### config.mk
export PLATFORM = sky130hd
export DESIGN_NAME = brent_kung_sub_pipe
export DESIGN_NICKNAME = d
export VERILOG_FILES = /design/src/rtl/bk_pkg.sv /design/src/rtl/bk_prefix_rows.sv /design/src/rtl/gp_unit.sv /design/src/rtl/brent_kung_sub_pipe.sv
export SDC_FILE = /design/constraint.sdc
export NUM_CORES = 1
export LEC_CHECK = 0
export BUFFER_PORTS_ARGS = -buffer_cell sky130_fd_sc_hd__buf_2
export CORE_MARGIN = 2
export CORE_UTILIZATION = 55
export DETAILED_ROUTE_END_ITERATION = 10
export PLACE_DENSITY_LB_ADDON = 0.15
export SYNTH_ARGS = -nofsm -noshare
export SYNTH_HDL_FRONTEND = slang
export SYNTH_SLANG_ARGS = --single-unit
### constraint.sdc
create_clock -name clk -period 5.2 [get_ports clk]
set_input_delay 0.26 -clock clk [delete_from_list [all_inputs] [get_ports clk]]
set_output_delay 0.26 -clock clk [all_outputs]
set_load 0.01 [all_outputs]
### src/rtl/bk_pkg.sv
// Shared constants, row-index helpers and flag bundle for the Brent-Kung subtract pipe.
package bk_pkg;

    localparam int BK_DEFAULT_SIZE = 32;

    function automatic int bk_log2(input int n);
        return $clog2(n);
    endfunction

    // Up-sweep occupies rows [0, UP_END), down-sweep rows [UP_END, DOWN_END).
    function automatic int bk_up_end(input int n);
        return $clog2(n);
    endfunction

    function automatic int bk_down_end(input int n);
        return 2 * $clog2(n) - 1;
    endfunction

    typedef struct packed {
        logic bout;
        logic ovf;
        logic zero;
    } flags_t;

endpackage

### src/rtl/bk_prefix_rows.sv
// Combinational Brent-Kung prefix rows ROW_FIRST..ROW_LAST (inclusive); no state, no handshake.
module bk_prefix_rows
    import bk_pkg::*;
#(
    parameter int ADDER_SIZE = BK_DEFAULT_SIZE,
    parameter int ROW_FIRST  = 0,
    parameter int ROW_LAST   = 0
) (
    input  logic [ADDER_SIZE-1:0] g_in,
    input  logic [ADDER_SIZE-1:0] p_in,
    output logic [ADDER_SIZE-1:0] g_out,
    output logic [ADDER_SIZE-1:0] p_out
);

    localparam int N    = ADDER_SIZE;
    localparam int LOG2 = bk_log2(N);

    for (genvar r = ROW_FIRST; r <= ROW_LAST; r++) begin : g_row
        // Rows below LOG2 sweep up with span 2^r; later rows sweep back down.
        localparam bit UP = (r < LOG2);
        localparam int K  = UP ? r : (2 * LOG2 - 2 - r);
        localparam int D  = 1 << K;

        logic [N-1:0] gi, pi, go, po;

        if (r == ROW_FIRST) begin : g_src
            assign gi = g_in;
            assign pi = p_in;
        end else begin : g_src
            assign gi = g_row[r-1].go;
            assign pi = g_row[r-1].po;
        end

        for (genvar i = 0; i < N; i++) begin : g_bit
            localparam bit HIT = UP ? (((i + 1) % (2 * D)) == 0)
                                    : ((((i + 1) % (2 * D)) == D) && (i >= 2 * D));
            if (HIT) begin : g_cell
                gp_unit u_cell (
                    .g_hi (gi[i]),
                    .p_hi (pi[i]),
                    .g_lo (gi[i-D]),
                    .p_lo (pi[i-D]),
                    .g    (go[i]),
                    .p    (po[i])
                );
            end else begin : g_pass
                assign go[i] = gi[i];
                assign po[i] = pi[i];
            end
        end
    end

    assign g_out = g_row[ROW_LAST].go;
    assign p_out = g_row[ROW_LAST].po;

endmodule

### src/rtl/gp_unit.sv
// Prefix combine cell: (g,p) = (g_hi | p_hi & g_lo, p_hi & p_lo). Purely combinational.
module gp_unit (
    input  logic g_hi,
    input  logic p_hi,
    input  logic g_lo,
    input  logic p_lo,
    output logic g,
    output logic p
);

    assign g = g_hi | (p_hi & g_lo);
    assign p = p_hi & p_lo;

endmodule

### src/rtl/brent_kung_sub_pipe.sv
// Three-stage Brent-Kung subtractor op1 - op2 - bin with borrow/overflow/zero flags.
// Latency 3 cycles, 1 beat/cycle; a stalled output freezes every full stage behind it, bubbles collapse.
module brent_kung_sub_pipe
    import bk_pkg::*;
#(
    parameter int ADDER_SIZE = BK_DEFAULT_SIZE
) (
    input  logic                  clk,
    input  logic                  rst_n,
    input  logic                  in_valid,
    output logic                  in_ready,
    input  logic [ADDER_SIZE-1:0] in_op1,
    input  logic [ADDER_SIZE-1:0] in_op2,
    input  logic                  in_bin,
    output logic                  out_valid,
    input  logic                  out_ready,
    output logic [ADDER_SIZE-1:0] out_res,
    output logic                  out_bout,
    output logic                  out_ovf,
    output logic                  out_zero
);

    localparam int N        = ADDER_SIZE;
    localparam int UP_END   = bk_up_end(N);
    localparam int DOWN_END = bk_down_end(N);

    typedef struct packed {
        logic [N-1:0] op1;
        logic [N-1:0] nop2;
        logic         cin;
        logic         g0;
        logic         p0;
    } s1_t;

    typedef struct packed {
        logic [N-1:0] g_up;
        logic [N-1:0] p_up;
        logic [N-1:0] p_raw;
        logic         cin;
        logic         op1_msb;
        logic         op2_msb;
    } s2_t;

    typedef struct packed {
        logic [N-1:0] res;
        flags_t       flags;
    } s3_t;

    logic v1, v2, v3;
    logic en1, en2, en3;
    s1_t  s1, s1_d;
    s2_t  s2, s2_d;
    s3_t  s3, s3_d;

    assign en3      = !v3 || out_ready;
    assign en2      = !v2 || en3;
    assign en1      = !v1 || en2;
    assign in_ready = en1;

    // Bit 0 absorbs the effective carry-in (~bin), so the prefix tree needs no separate cin input.
    always_comb begin
        s1_d      = '0;
        s1_d.op1  = in_op1;
        s1_d.nop2 = ~in_op2;
        s1_d.cin  = ~in_bin;
        s1_d.g0   = (in_op1[0] & ~in_op2[0]) | ((in_op1[0] ^ ~in_op2[0]) & ~in_bin);
        s1_d.p0   = 1'b0;
    end

    logic [N-1:0] p_raw, g_bit, p_bit, g_up, p_up;

    assign p_raw = s1.op1 ^ s1.nop2;
    assign g_bit = {s1.op1[N-1:1] & s1.nop2[N-1:1], s1.g0};
    assign p_bit = {p_raw[N-1:1], s1.p0};

    bk_prefix_rows #(
        .ADDER_SIZE (N),
        .ROW_FIRST  (0),
        .ROW_LAST   (UP_END - 1)
    ) u_up (
        .g_in  (g_bit),
        .p_in  (p_bit),
        .g_out (g_up),
        .p_out (p_up)
    );

    always_comb begin
        s2_d         = '0;
        s2_d.g_up    = g_up;
        s2_d.p_up    = p_up;
        s2_d.p_raw   = p_raw;
        s2_d.cin     = s1.cin;
        s2_d.op1_msb = s1.op1[N-1];
        s2_d.op2_msb = ~s1.nop2[N-1];
    end

    logic [N-1:0] g_dn, p_dn;

    bk_prefix_rows #(
        .ADDER_SIZE (N),
        .ROW_FIRST  (UP_END),
        .ROW_LAST   (DOWN_END - 1)
    ) u_down (
        .g_in  (s2.g_up),
        .p_in  (s2.p_up),
        .g_out (g_dn),
        .p_out (p_dn)
    );

    // Group propagates after the full tree all include P[0]=0 and carry no information.
    logic unused_p_dn;
    assign unused_p_dn = ^p_dn;

    always_comb begin
        s3_d            = '0;
        s3_d.res        = s2.p_raw ^ {g_dn[N-2:0], s2.cin};
        s3_d.flags.bout = ~g_dn[N-1];
        s3_d.flags.ovf  = (s2.op1_msb != s2.op2_msb) && (s3_d.res[N-1] != s2.op1_msb);
        s3_d.flags.zero = ~|s3_d.res;
    end

    always_ff @(posedge clk or negedge rst_n) begin
        if (!rst_n) begin
            v1 <= 1'b0;
            v2 <= 1'b0;
            v3 <= 1'b0;
            s1 <= '0;
            s2 <= '0;
            s3 <= '0;
        end else begin
            if (en1) begin
                v1 <= in_valid;
                if (in_valid) s1 <= s1_d;
            end
            if (en2) begin
                v2 <= v1;
                if (v1) s2 <= s2_d;
            end
            if (en3) begin
                v3 <= v2;
                if (v2) s3 <= s3_d;
            end
        end
    end

    assign out_valid = v3;
    assign out_res   = s3.res;
    assign out_bout  = s3.flags.bout;
    assign out_ovf   = s3.flags.ovf;
    assign out_zero  = s3.flags.zero;

endmodule

==> impl_metrics.tcl <==
set metrics [dict create \
    r2r_cells 9 \
    syn-instance-count 636 \
    placed_cell_area_um2 8630 \
    track_usage 0.219 \
    timing.final.crit_period_ns 2.30 \
    crit_family "compound AO/OA/AOI/OAI gates" \
    setup_tns_ns 0 \
    drc 0 \
    crit_path_start_kind "flip-flop" \
    reg2reg_from "s2[82]" \
    drtAntennaViolNets 0 \
    start_util 0.556 \
    synth_area_um2 7990 \
    maxCapViolCount 0 \
    stdcell_area_um2 9350 \
    hold_viol_final 0 \
    timing.critical_path.to_type "flip-flop" \
    rsz0062_at_grt "false" \
    clock_path_buffers 2 \
    area_delta_synth_final_pct 17.1 \
    postSynthAreaPerCell_um2 12.6 \
    first_global_vias 5259 \
    place_inst 902 \
    die_area_um2 15500 \
    fin_crit_sh 0.442 \
    grt_max_degree 103 \
    rows 44 \
    hold_class "in -> reg" \
    cts_buffers 17 \
    htree_levels 4 \
    synth_edf_count 0 \
    vdd_drop_max_mv 0.303 \
    status "finished clean" \
    dp_hpwl_um 11100 \
    synth_compound_area_frac 0.0777 \
    die_w_um 124 \
    path_cells "a21o_1, a21o_1, a21o_1, ha_1, nor4_1, nand3_1, nor4_2, nand4_1, o41ai_2" \
    clkLatencyLatePin_ns 0.43 \
    layout.cells.non_filler 935 \
    critPathBufInv 0 \
    synth_top_family_by_area "multiplexers" \
    gp_congestion 0.817 \
    drt-vias-per-instance 5.52 \
    die_y_um 124 \
    worstMarginPinSlew_ns 1.14 \
    path_max_fanout 5 \
    crit_arrival_ns 2.63 \
    synth_fa_ha_area_frac 0.0736 \
    critPathMaxStageDelay_ns 0.45 \
    core_um2 14400 \
    synth_simple_gate_area_frac 0.0754 \
    grt_overflow 0 \
    cts_tree "yes" \
    min_to "s1[27]" \
    fillers 1108 \
    cp_slowest_cell "dfrtp_1" \
    hold_start "in_op2[24]" \
    synth_cell_types 36 \
    clk_pin_slew_ns 0.07 \
    powerDensity_nw_per_um2 534 \
    routed_wl_um 16000 \
    max_slew_margin 0.239 \
    synth-xor-area-share 0.0208 \
    ff2ff_setup_slack_ns 2.90 \
    io_buffers 105 \
    setup_viol 0 \
    fin_worst_skew_ns 0.00977 \
    yosysWarnings 0 \
    antenna_found_initial 0 \
    ys_seq_elements 182 \
    first_pass_iters 5 \
    vias 5159 \
    cts.sinks 182 \
    ios 106 \
    cp.required_ns 5.53 \
    hold_depth 2 \
    ys_async_sr_fraction 1.00 \
    post_cts_buffers 0 \
    root_buffer "clkbuf_16" \
    fmax_ghz 0.435 \
    drv_slew 0 \
    first_iter_violations 325 \
    drt-wirelength-per-cell_um 17.1 \
    synth_nets 752 \
    yosysSeqAreaShare 0.570 \
    grt_pass1_wl_um 27000 \
    drive_above_1_share 0.345 \
    synth_ff_type "dfrtp_1" \
    cpMostUsedCell "a21o_1" \
    p_total_mw 4.99 \
    fin_nets 854 \
    synthMuxAreaShare 0.162 \
    power.leakage_nw 4.38 \
    diodes 0 \
    crit_type "reg -> reg" \
    r2r_end "out_zero" \
]
repair_timing:
action,4_1_cts,5_1_grt
hold endpoints to repair,44,0
hold buffers,1,0
gates resized for setup,0,0
placed cells by master, fill, tap and decap left out, drive strengths merged, types with 2 or more instances in the layout:
cell type	synthesis	routed
dfrtp	182	182
mux2	115	115
buf	21	107
nand2	78	78
o21ai	66	66
ha	47	47
nor2	23	23
a21oi	21	21
clkbuf	4	19
xnor2	17	17
a21o	12	12
bufinv	0	8
nor4	7	7
nand4	6	6
nand3	6	6
nor3	5	5
inv	4	4
a211oi	4	4
nand2b	4	4
clkinvlp	0	3
a2bb2oi	2	2
xor2	2	2
clkinv	0	2
metal layers:
layer	wire length, µm	global-route usage	share of wire	up-vias
li1	-	-	-	2467
met1	7560	0.309	0.47	2543
met2	7410	0.337	0.46	133
met3	791	0.0550	0.049	16
met4	218	0.0687	0.014	0
met5	0	0	0	-
flip-flops by register name, summed over array words and instances (netlist names):
name / count
v1: 1
out_bout: 1
out_valid: 1
g_bit: 1
out_res: 32
out_ovf: 1
s1: 65
v2: 1
out_zero: 1
s2: 78
worst max-delay path by stage:
| stage | startpoint | endpoint | depth (start not counted) |
|---|---|---|---|
| 6_report | s2[82] | out_zero | 9 |
| 5_1_grt | s2[82] | out_zero | 9 |
| 4_1_cts | s2[82] | out_zero | 8 |
| 3_5_place_dp | s2[82] | out_zero | 8 |
| 3_3_place_gp | s2[82] | out_zero | 8 |
| 2_1_floorplan | s2[82] | out_zero | 9 |
cell families after synthesis:
| group | after synthesis |
|---|---|
| mux | 115 |
| fa+ha+maj | 47 |
| xor+xnor | 19 |
| simple gates | 134 |
| buf+inv | 29 |
| flops | 182 |
| compound gates | 110 |
layout make-up:
class / instances / area (µm²) / area share
Sequential cell: 182 / 4550 / 0.487
Multi-Input combinational cell: 425 / 3280 / 0.351
Timing Repair Buffer: 108 / 557 / 0.0595
Clock buffer: 19 / 433 / 0.0463
Clock inverter: 13 / 277 / 0.0296
Tap cell: 184 / 230 / 0.0246
Inverter: 4 / 15.0 / 0.00161
report_power, final:
group	total, mW	switching (mW)	internal [mW]
clock	1.54	0.537	0.998
combinational	1.37	0.704	0.669
sequential	2.08	0.261	1.82
total	4.99	1.50	3.49
synthesized netlist by cell type, drive strengths merged, types with 5 or more instances:
cell / count / area share
xnor2: 17 / 0.019
nor2: 23 / 0.011
nand3: 6 / 0.0038
o21ai: 66 / 0.041
buf: 21 / 0.016
nor4: 7 / 0.0063
ha: 47 / 0.074
nand4: 6 / 0.0047
dfrtp: 182 / 0.57
a21oi: 21 / 0.013
a21o: 12 / 0.011
nand2: 78 / 0.037
mux2: 115 / 0.16
nor3: 5 / 0.0031
through the flow:
| stage | utilization | setup WS, ns | hold WS (ns) |
|---|---|---|---|
| 2_1_floorplan | - | 3.17 | -0.0356 |
| 3_3_place_gp | 0.601 | 2.93 | 0.199 |
| 3_5_place_dp | 0.601 | 2.90 | 0.213 |
| 4_1_cts | 0.651 | 2.88 | 0.000546 |
| 5_1_grt | 0.651 | 2.66 | 0.0104 |
| 6_report | 0.651 | 2.90 | 0.0162 |
Power figures use the tool's default switching activity.
